--- src/rtl/ysyx22041405_lsu_pkg.sv ---
// ysyx22041405_lsu_pkg: shared size encodings, FSM states and access-legality helper for the LSU.
package ysyx22041405_lsu_pkg;
   localparam int LANES = 4;
   localparam logic [1:0] SZ_B = 2'b00;
   localparam logic [1:0] SZ_H = 2'b01;
   localparam logic [1:0] SZ_W = 2'b10;
   typedef enum logic [1:0] {S_IDLE = 2'd0, S_REQ = 2'd1, S_WAIT = 2'd2, S_RESP = 2'd3} state_t;
   function automatic logic bad_access(input logic [1:0] size, input logic [1:0] off);
      return (size == 2'b11) || (size == SZ_H && off[0]) || (size == SZ_W && off != 2'b00);
   endfunction
endpackage

--- src/rtl/ysyx22041405_lsu_align.sv ---
// ysyx22041405_lsu_align: store lane replication/strobes and load extract/extend.
module ysyx22041405_lsu_align
   import ysyx22041405_lsu_pkg::*;
(
   input  logic [1:0]       off,
   input  logic [1:0]       size,
   input  logic             is_unsigned,
   input  logic [31:0]      st_data,
   input  logic [31:0]      ld_word,
   output logic [31:0]      lane_data,
   output logic [LANES-1:0] lane_strb,
   output logic [31:0]      ld_data
);
   logic [31:0] shifted;
   logic        sext_b, sext_h;
   assign shifted   = ld_word >> {off, 3'b000};
   assign sext_b    = ~is_unsigned & shifted[7];
   assign sext_h    = ~is_unsigned & shifted[15];
   assign lane_data = size == SZ_B ? {4{st_data[7:0]}} : size == SZ_H ? {2{st_data[15:0]}} : st_data;
   assign lane_strb = size == SZ_B ? 4'b0001 << off : size == SZ_H ? 4'b0011 << off : 4'hF;
   assign ld_data   = size == SZ_B ? {{24{sext_b}}, shifted[7:0]} :
                      size == SZ_H ? {{16{sext_h}}, shifted[15:0]} : shifted;
endmodule

--- src/rtl/ysyx22041405_lsu.sv ---
// ysyx22041405_lsu: load/store unit owning the data bus; one access in flight,
// one resp_valid pulse per accepted request.
module ysyx22041405_lsu
   import ysyx22041405_lsu_pkg::*;
#(
   parameter int WIDTH = 32
) (
   input  logic               clk,
   input  logic               rst,
   input  logic               req_valid,
   output logic               req_ready,
   input  logic               req_we,
   input  logic [WIDTH-1:0]   req_addr,
   input  logic [WIDTH-1:0]   req_wdata,
   input  logic [1:0]         req_size,
   input  logic               req_unsigned,
   output logic               resp_valid,
   output logic [WIDTH-1:0]   resp_rdata,
   output logic               resp_err,
   output logic               bus_valid,
   input  logic               bus_ready,
   output logic               bus_we,
   output logic [WIDTH-1:0]   bus_addr,
   output logic [WIDTH-1:0]   bus_wdata,
   output logic [WIDTH/8-1:0] bus_wstrb,
   input  logic               bus_rvalid,
   input  logic [WIDTH-1:0]   bus_rdata
);
   state_t             state, state_nxt;
   logic               we_q, uns_q, err_q;
   logic [1:0]         size_q;
   logic [WIDTH-1:0]   addr_q, wdata_q, rdata_q, lane_data, ld_data;
   logic [WIDTH/8-1:0] lane_strb;

   ysyx22041405_lsu_align u_align (
      .off         (addr_q[1:0]),
      .size        (size_q),
      .is_unsigned (uns_q),
      .st_data     (wdata_q),
      .ld_word     (bus_rdata),
      .lane_data   (lane_data),
      .lane_strb   (lane_strb),
      .ld_data     (ld_data)
   );

   always_comb begin
      state_nxt = state;
      case (state)
         S_IDLE:  if (req_valid) state_nxt = bad_access(req_size, req_addr[1:0]) ? S_RESP : S_REQ;
         S_REQ:   if (bus_ready) state_nxt = we_q ? S_RESP : S_WAIT;
         S_WAIT:  if (bus_rvalid) state_nxt = S_RESP;
         default: state_nxt = S_IDLE;
      endcase
   end

   // bus outputs decode straight from state so an async reset drops them immediately
   assign req_ready  = state == S_IDLE;
   assign bus_valid  = state == S_REQ;
   assign bus_we     = bus_valid & we_q;
   assign bus_addr   = {addr_q[WIDTH-1:2], 2'b00};
   assign bus_wdata  = lane_data;
   assign bus_wstrb  = bus_we ? lane_strb : '0;
   assign resp_valid = state == S_RESP;
   assign resp_rdata = rdata_q;
   assign resp_err   = err_q;

   always_ff @(posedge clk or negedge rst) begin
      if (!rst) begin
         state   <= S_IDLE;
         we_q    <= 1'b0;
         uns_q   <= 1'b0;
         err_q   <= 1'b0;
         size_q  <= 2'b00;
         addr_q  <= '0;
         wdata_q <= '0;
         rdata_q <= '0;
      end else begin
         state <= state_nxt;
         if (state == S_IDLE && req_valid) begin
            we_q    <= req_we;
            uns_q   <= req_unsigned;
            err_q   <= bad_access(req_size, req_addr[1:0]);
            size_q  <= req_size;
            addr_q  <= req_addr;
            wdata_q <= req_wdata;
            rdata_q <= '0;
         end
         if (state == S_WAIT && bus_rvalid) rdata_q <= ld_data;
      end
   end
endmodule

--- config.mk ---
export PLATFORM = sky130hd
export DESIGN_NAME = ysyx22041405_lsu
export DESIGN_NICKNAME = d
export VERILOG_FILES = /design/src/rtl/ysyx22041405_lsu_pkg.sv /design/src/rtl/ysyx22041405_lsu_align.sv /design/src/rtl/ysyx22041405_lsu.sv
export SDC_FILE = /design/constraint.sdc
export NUM_CORES = 1
export LEC_CHECK = 0
export BUFFER_PORTS_ARGS = -buffer_cell sky130_fd_sc_hd__buf_2
export CAP_MARGIN = 20
export CORE_MARGIN = 2
export CORE_UTILIZATION = 46
export DETAILED_ROUTE_END_ITERATION = 8
export PLACE_DENSITY = 0.76
export SLEW_MARGIN = 0
export SYNTH_ARGS = -nofsm -noshare
export SYNTH_HDL_FRONTEND = slang
export SYNTH_SLANG_ARGS = --single-unit
export TNS_END_PERCENT = 5
--- constraint.sdc ---
create_clock -name clk -period 3.8 [get_ports clk]
set_input_delay 0.19 -clock clk [delete_from_list [all_inputs] [get_ports clk]]
set_output_delay 0.19 -clock clk [all_outputs]
set_load 0.005 [all_outputs]
==> results of run 1 <==
[metrics by stage]
step	worst slack [ps]	area (µm²)	utilization	hold WS [ps]	total power, mW
2_1_floorplan	1936	5315	-	-105.6	3.866
3_3_place_gp	1414	6131	0.5416	306.6	4.468
3_5_place_dp	1350	6131	0.5416	310.6	4.578
4_1_cts	975.8	6431	0.5681	58.53	5.508
5_1_grt	753.9	6431	0.5681	63.71	5.833
6_report	967.2	6431	0.5681	70.77	5.447
[layout by cell type (no fill, tap or decap), types with 9 or more instances in the layout]
cell type / n
buf_2: 206
dfrtp_1: 102
mux2_2: 77
nand2_1: 44
mux2i_1: 26
o21ai_0: 10
mux4_2: 9
clkbuf_16: 9
[worst max-delay path, delay by kind of cell (launching register included)]
kind	cells	cell delay [ps]
flops	1	940
mux	1	70
buf+inv	2	660
fa+ha+maj	1	420
compound gates	1	190
[area by class of cell]
cell class              count  area (µm²)  area share
clock inverters             6       61.31    0.009533
multi-input cells         259        2286      0.3554
well taps                 143       178.9     0.02782
inverters                   7       26.28    0.004086
flip-flops and latches    103        2579      0.4010
clock buffers              10       229.0     0.03560
repair buffers            211        1071      0.1665
[logic make-up after synthesis]
logic type               after synthesis  share of synthesized area
AND/OR/NAND/NOR                       70                    0.06149
other                                  1                  0.0007060
flip-flops                           103                     0.4853
AO/OA/AOI/OAI                         67                    0.09588
buffers and inverters                 76                    0.08739
adder cells (fa/ha/maj)                8                    0.01885
multiplexers                         112                     0.2504
[routing by layer]
| layer | track usage | vias to the layer above | share of wire |
|---|---|---|---|
| li1 | - | 1845 | - |
| met1 | 0.2562 | 1974 | 0.41 |
| met2 | 0.3496 | 168 | 0.50 |
| met3 | 0.05117 | 12 | 0.076 |
| met4 | 0.05926 | 0 | 0.012 |
| met5 | 0 | - | 0 |
[power by group through the flow]
stage               logic (mW)  registers [mW]  clock network [mW]
finish                    2.44            2.09               0.914
global route              2.69            2.17               0.974
CTS                       2.47            2.10               0.939
detailed placement        2.46            2.12                   0
global placement          2.39            2.08                   0
floorplan                 2.00            1.87                   0
[worst max path at each step]
stage	end	slack [ps]	cells after the start
floorplan	bus_wstrb[2]	1940	7
global placement	bus_wstrb[2]	1410	5
detailed placement	bus_wstrb[2]	1350	5
CTS	bus_wstrb[2]	980	5
global route	bus_wstrb[2]	750	5
finish	bus_wstrb[2]	970	5
[sequential cells by signal, indices dropped and copies added (netlist names)]
signal,flops
addr_q,32
resp_err,1
resp_rdata,32
size_q,2
state,2
uns_q,1
wdata_q,32
we_q,1
[repair_timing]
action,in CTS,in global routing
hold buffers,1,0
hold endpoints to repair,59,0
gates resized for setup,0,0
==> results.md, run 1 <==
- Status: finished, final reports clean
- Synth Register Bits: 103
- Via count of the first global-routing pass: between 4000 and 5000
- Pint: 3.457 mW
- Crit end category: output port
- Final period utilization: 0.7455
- Post-synth cell types: 38
- Final Max Tran Viols: 0
- Placed Cells: 722
- Synth warnings: 0
- Via count: roughly 4000
- Worst Reg-to-Reg Cells: 5
- Hold Path Stages: 2
- Startpoint types: register
- Post-CTS Setup Bufs: 0
- Final min period: ~2800 ps
- Peak supply drop: about 520 µV
- Reg2reg start: state[0]
- Antenna diode count: 0
- Hold Path Sink: addr_q[26]
- IO buf count: just over 200
- Most instantiated library cell after synthesis: dfrtp_1
- Post-synth ARST share: 1.000
- Slowest stage delay, CP: around 940 ps
- Fillers: 955
- Chip Width: 111.5 µm
- Area contributors post-synth: dfrtp_1 49%, mux2_2 16%, buf_4 5.9%
- Crit. Startpoint: addr_q[0]
- Synth Area per Inst: 12.15 µm²
- Vias per cell: roughly 5.4
- Main flop type after synthesis: dfrtp_1
- Sw frac: 0.3655
- Leak pwr: 3.225 nW
- Worst Path Class, Setup: reg -> out
- Core Area: roughly 11000 µm²
- CTS Buffer Depth: 2
- Worst-path fanout max: 38
- Starting Density: 0.4692
- Cts bufs inserted: 9
- Post-synth top area share: 0.4853
- IO Pins: 210
- H-tree depth: 3
- Nets: about 700
- Crit Reg-Reg Endpoint: resp_rdata[19]
- Die height: 111.5 µm
- F_max: 0.3530 GHz
- Max-cap viol count: 0
- CTS Sinks: 103
- Routed Antenna Nets: 0
- Clock share of power: 0.168
- Hold Crit Class: in -> reg
- Switch Pwr: 1.991 mW
- Root Buffer: clkbuf_16
- Sequential fraction of the synthesis area: 0.4853
- Num rows: 39
- Critical Path RT: between 3000 and 4000 ps
- Post-synth EDFFs: 0
- Synth cell count leaders: 103 x dfrtp_1, 77 x mux2_2, 45 x nand2_1
- Routability cong.: 0.8505
- CP cell instances: clkinv_1 -> ha_1 -> mux2i_1 -> a21oi_1 -> buf_2
- Internal reg-to-reg setup slack: 1380 ps
- Setup Skew: 4.853 ps
- Tot GR Track Use: 0.2036
- Initial antenna violation count: 0
- Die ar.: 12420 µm²
- Largest net degree at the start of global routing: 71
- Area leader, netlist: dfrtp_1
- Setup_tns: 0 ps
- Wirelength, routed: 12630 µm
- Area delta synth->final: 21.08%
- Logic pwr share: 0.448
- Pwr dens: roughly 850 nW/µm²
- First-pass GRT wire length: ~20000 µm
- RSZ-0062 raised after global routing: no
- Netlist Area Pre-Place: 5311 µm²
- Routed length per instance: 17.09 µm
- Ratio of cells with drive above 1 in the final layout: 0.5319
- CTS tree: done
- Critical-path top delay cell: dfrtp_2
- Total global routing overflow: 0
- Slew @ Worst Pin: 1044 ps
- Drt initial violations: 321
- Sequential share of power: 0.384
- Slew HR: 0.3042
- Non-filler cells, final: 739
- Min-Delay Startpoint: req_addr[26]
- DRC violations left: 0
- Final number of hold-violating endpoints: 0
- Cells after Synth: 437
- Drt pass-1 iters: 5
- Skew-Pair Late Insertion Delay: around 350 ps
- Clock slew at reported path FFs: approximately 70 ps
- CP Data Arrival Time: ~2600 ps
- Final setup violation count: 0
- Final HPWL from detailed placement: ~9300 µm
(Power assumes the default switching activity.)
==> run 2, diff against run 1 <==
- ABC_AREA: default -> 1
- clock period: 3.8 -> 2.69 ns (I/O delays scaled with it)
==> results.md, run 2 <==
- Final number of hold-violating endpoints: 0
- Area delta synth->final: 24.19%
- Min-Delay Startpoint: req_addr[19]
- Root Buffer: clkbuf_16
- Netlist Area Pre-Place: between 5000 and 6000 µm²
- Slowest stage delay, CP: 380 ps
- Commonest non-fill, non-tap cells in the layout: 217 x nand2_1, 206 x buf_2, 103 x dfrtp_1, 57 x mux2_2, 37 x inv_1
- Synth Area per Inst: 8.678 µm²
- CTS tree: done
- Worst-path fanout max: 16
- First-pass GRT wire length: 23560 µm
- Max-cap viol count: 0
- Worst Path Buf+Inv: 5
- Slew HR: 0.3299
- Cts bufs inserted: 9
- Chip Width: 114.1 µm
- Placed Cells: 932
- Worst Reg-to-Reg Cells: 7
- Via count of the first global-routing pass: 4901
- F_max: 0.4497 GHz
- CP cell instances: buf_4 -> inv_2 -> nand2_1 -> buf_4 -> inv_1 -> nand2_1 -> o21ai_0 -> buf_2
- Total global routing overflow: 0
- Final setup violation count: 0
- Final min period: about 2200 ps
- Post-cts sizing count: 0
- Routability cong.: 0.8655
- Total design power: 8.038 mW
- Tot GR Track Use: 0.2323
- Final period utilization: 0.8267
- Post-synth cell types: 31
- Internal reg-to-reg setup slack: 760 ps
- Cells after Synth: approximately 640
- Crit Reg-Reg Endpoint: resp_rdata[16]
- Synth warnings: 0
- Nets: roughly 930
- Final HPWL from detailed placement: 10440 µm
- Reg2reg start: state[0]
- Post-synth ARST share: 1.000
- Commonest non-fill, non-tap cell in the layout: nand2_1
- Wirelength, routed: 14740 µm
- Area leader, netlist: dfrtp_1
- Critical-path top delay cell: dfrtp_1
- Core Area: 11910 µm²
- Non-filler cells, final: 972
- Die ar.: about 13000 µm²
- Largest net degree at the start of global routing: 57
- Slew @ Worst Pin: between 1000 and 1500 ps
- Hold Path Sink: addr_q[19]
- Synth Register Bits: 103
- Final Max Tran Viols: 0
- Delay-heaviest family, CP: buffers and inverters
- Vias per cell: 5.081
- Drt initial violations: between 300 and 400
- Area contributors post-synth: dfrtp_1 46%, nand2_1 15%, mux2_2 12%
- Peak supply drop: 816.9 µV
- Num rows: 40
- Startpoint types: register
- Critical Path RT: 2560 ps
- CTS Sinks: 103
- Leak pwr: about 3.7 nW
- Worst Path Class, Setup: reg -> out
- Post-synth top area share: 0.4626
- Sequential fraction of the synthesis area: 0.4626
- Skew-Pair Late Insertion Delay: around 350 ps
- Crit end category: output port
- Setup_tns: 0 ps
- Ratio of cells with drive above 1 in the final layout: 0.3665
- Initial antenna violation count: 1
- Status: finished, final reports clean
- CTS Buffer Depth: 2
- Starting Density: 0.4678
- Drt pass-1 iters: 5
- IO Pins: 210
- Pwr dens: 1162 nW/µm²
- Most instantiated library cell after synthesis: nand2_1
- Clock slew at reported path FFs: 70 ps
- Hold Path Stages: 2
- Routed Antenna Nets: 0
- CP Data Arrival Time: roughly 2100 ps
- Via count: approximately 5000
- Main flop type after synthesis: dfrtp_1
- Hold Crit Class: in -> reg
- Die height: 114.1 µm
- H-tree depth: 3
- Post-synth EDFFs: 0
- IO buf count: 207
- Routed length per instance: approximately 15 µm
- RSZ-0062 raised after global routing: no
- Synth cell count leaders: 217 x nand2_1, 103 x dfrtp_1, 57 x mux2_2
- DRC violations left: 0
- Setup Skew: 6.602 ps
==> run 2: power breakdown <==
part / total [mW] / switching, mW / internal (mW)
Clock: 1.33 / 0.595 / 0.730
Combinational: 3.97 / 2.22 / 1.75
Sequential: 2.74 / 0.443 / 2.30
==> run 2: area by class of cell <==
| cell class | count | area [µm²] |
|---|---|---|
| fillers | 1111 | 4992 |
| flip-flops and latches | 103 | 2577 |
| inverters | 41 | 158.9 |
| clock buffers | 10 | 229.0 |
| multi-input cells | 424 | 2342 |
| diodes | 1 | 2.502 |
| repair buffers | 240 | 1356 |
| clock inverters | 6 | 68.82 |
| well taps | 147 | 183.9 |
==> run 2: layer usage <==
| metal | part of all wire | global-route usage | up-vias |
|---|---|---|---|
| met5 | 0 | 0 | - |
| met4 | 0.019 | 0.07317 | 0 |
| met3 | 0.093 | 0.07941 | 28 |
| met2 | 0.49 | 0.3956 | 240 |
| met1 | 0.40 | 0.2778 | 2293 |
| li1 | - | - | 2378 |
==> run 2: kinds of logic (layout without fill, tap and decap cells) <==
group / after synthesis / after routing / share of synthesized area
AOI/OAI and AO/OA: 82 / 82 / 0.08174
adders and majority gates: 8 / 8 / 0.01797
buffers and inverters: 116 / 297 / 0.1186
DFF: 103 / 103 / 0.4626
muxes: 57 / 57 / 0.1152
other: 1 / 3 / 0.0006731
and+or+nand+nor: 275 / 275 / 0.2032
==> run 2: how the worst max path moves through the flow <==
stage	cells past startpoint	end	start	slack, ps
floorplan	9	resp_rdata[29]	state[0]	1190
detailed placement	7	resp_rdata[16]	state[0]	780
CTS	8	bus_wdata[12]	size_q[1]	440
finish	8	bus_wdata[12]	size_q[1]	470
global placement	7	resp_rdata[19]	state[0]	850
global route	8	bus_wdata[12]	size_q[1]	230
==> run 2: through the flow <==
stage	utilization	area [µm²]	setup slack (ps)	hold WS, ps
floorplan	-	5575	1186	-161.1
global placement	0.5363	6389	851.5	195.1
detailed placement	0.5363	6389	783.7	198.9
CTS	0.5782	6887	444.8	0.1248
global route	0.5807	6917	226.6	2.694
finish	0.5809	6919	466.1	7.528
==> run 2: timing repair <==
| item | 4_1_cts | 5_1_grt |
|---|---|---|
| buffers inserted | 0 | 0 |
| hold buffers | 20 | 3 |
| hold endpoints to repair | 66 | 3 |
==> run 3, diff against run 2 <==
- CORE_UTILIZATION: 46 -> 45
- PLACE_DENSITY: 0.76 -> 0.77
- clock period: 2.69 -> 1.94 ns (I/O delays scaled with it)
==> results.md, run 3 (same netlist as run 2, synthesis figures left out) <==
- IO Pins: 210
- Slowest stage delay, CP: 400 ps
- Starting Density: 0.4619
- Routability cong.: around 0.84
- Fillers: 1001
- Skew-Pair Late Insertion Delay: 350 ps
- Worst-path fanout max: 18
- CTS Buffer Depth: 2
- Leak pwr: 3.953 nW
- IO buf count: roughly 210
- DRC violations left: 0
- Largest net degree at the start of global routing: 42
- Root Buffer: clkbuf_16
- Tot GR Track Use: 0.2448
- RSZ-0062 raised after global routing: no
- Clock slew at reported path FFs: 70 ps
- Ratio of cells with drive above 1 in the final layout: 0.3585
- Die ar.: approximately 13000 µm²
- Final Max Tran Viols: 0
- Commonest non-fill, non-tap cells in the layout: 217 x nand2_1, 206 x buf_2, 103 x dfrtp_1, 64 x dlygate4sd3_1, 57 x mux2_2
- Total global routing overflow: 0
- Status: finished, final reports clean
- Final HPWL from detailed placement: 10610 µm
- Hold Crit Class: in -> reg
- CTS Sinks: a little over 100
- Setup_tns: 0 ps
- Worst Path Class, Setup: reg -> out
- Critical-path top delay cell: dfrtp_1
- Routed Antenna Nets: 0
- CP Data Arrival Time: 1770 ps
- Critical Path RT: 1840 ps
- Final number of hold-violating endpoints: 0
- Crit end category: output port
- H-tree depth: 3
- Commonest non-fill, non-tap cell in the layout: nand2_1
- Drt initial violations: a little under 400
- Die height: 115.3 µm
- Startpoint types: register
- Drt pass-1 iters: 5
- CP cell instances: buf_4 -> nor2_2 -> inv_2 -> o211ai_1 -> buf_2
- Peak supply drop: between 800 and 900 µV
- Via count: 5213
- Pwr dens: about 1500 nW/µm²
- Area delta synth->final: 33.48%
- Chip Width: 115.3 µm
- Core Area: 12060 µm²
- Placed cell area: 6500 µm²
- Initial antenna violation count: 1
- Nets: 981
- Max-cap viol count: 0
- Final min period: 1863 ps
- CTS tree: done
- Num rows: 40
- Post-route design area: 7437 µm²
- Setup Skew: 5.322 ps
- Final setup violation count: 0
- Via count of the first global-routing pass: 5287
- Vias per cell: 5.003
- First-pass GRT wire length: between 20000 and 30000 µm
- Wirelength, routed: 15960 µm
- Cts bufs inserted: 9
- F_max: 0.5368 GHz
- Routed length per instance: 15.31 µm
- Final period utilization: 0.9602
run 3: cell types whose count changed in the layout (fill, tap and decap cells not counted), sizes merged:
cell | before | now
dlygate4sd3 | 23 | 64
buf | 217 | 225
clkinvlp | 0 | 2
bufinv | 1 | 0
inv | 42 | 41
run 3: per-stage QoR:
stage	instances	setup slack (ps)	total power, mW	util	hold WS [ps]
after floorplan	643	435.6	7.758	-	-198.6
after global placement	961	390.8	9.284	0.5389	50.61
after detailed placement	961	325.0	9.433	0.5389	48.28
after CTS	1041	70.34	11.36	0.6161	18.51
after global routing	1042	9.056	12.34	0.6166	47.60
final	1042	77.27	11.40	0.6166	26.27
run 3: worst max-delay path: cells and delay by family, from the launching register on:
kind            cells  cell delay [ps]
compound gates      1              260
buf+inv             3              520
simple gates        1              240
flops               1              400
run 3: final timing paths:
kind	startpoint	end	slack, ps	cells after the start
max	size_q[1]	bus_wdata[25]	80	5
max reg2reg	state[1]	resp_rdata[22]	300	9
min reg2reg	resp_rdata[28]	resp_rdata[28]	480	2
min in group asynchronous	rst	resp_rdata[20]	220	2
max in group asynchronous	rst	wdata_q[30]	1120	3
min	req_size[1]	size_q[1]	30	3
run 3: power breakdown:
part	internal, mW	switching (mW)	total [mW]
clock	0.892	0.874	1.77
sequential	3.19	0.618	3.80
combinational	2.59	3.24	5.83
run 3: area by class of cell:
class,instances,area [µm²],share of cell area
clock inverter,6,55.05,0.007402
sequential,103,2577,0.3466
inverter,41,162.7,0.02187
timing repair buffer,289,1856,0.2495
tap,168,210.2,0.02826
multi-input combinational,424,2345,0.3153
antenna,1,2.502,0.0003365
clock buffer,10,229.0,0.03079
run 3: what timing repair did:
| item | in CTS | in global routing |
|---|---|---|
| hold buffers | 64 | 0 |
| buffers inserted | 0 | 0 |
| endpoints found under the setup margin | 4 | 3 |
| gates resized for setup | 2 | 2 |
| endpoints found under the hold margin | 88 | 0 |
run 3: layer usage:
layer | up-vias | wire (µm) | GRT usage | share of wire
met2 | 240 | 8000 | 0.4192 | 0.50
met1 | 2469 | 6379 | 0.2928 | 0.40
li1 | 2475 | - | - | -
met3 | 29 | 1204 | 0.05957 | 0.075
met4 | 0 | 371 | 0.1084 | 0.023
met5 | - | 0 | 0 | 0
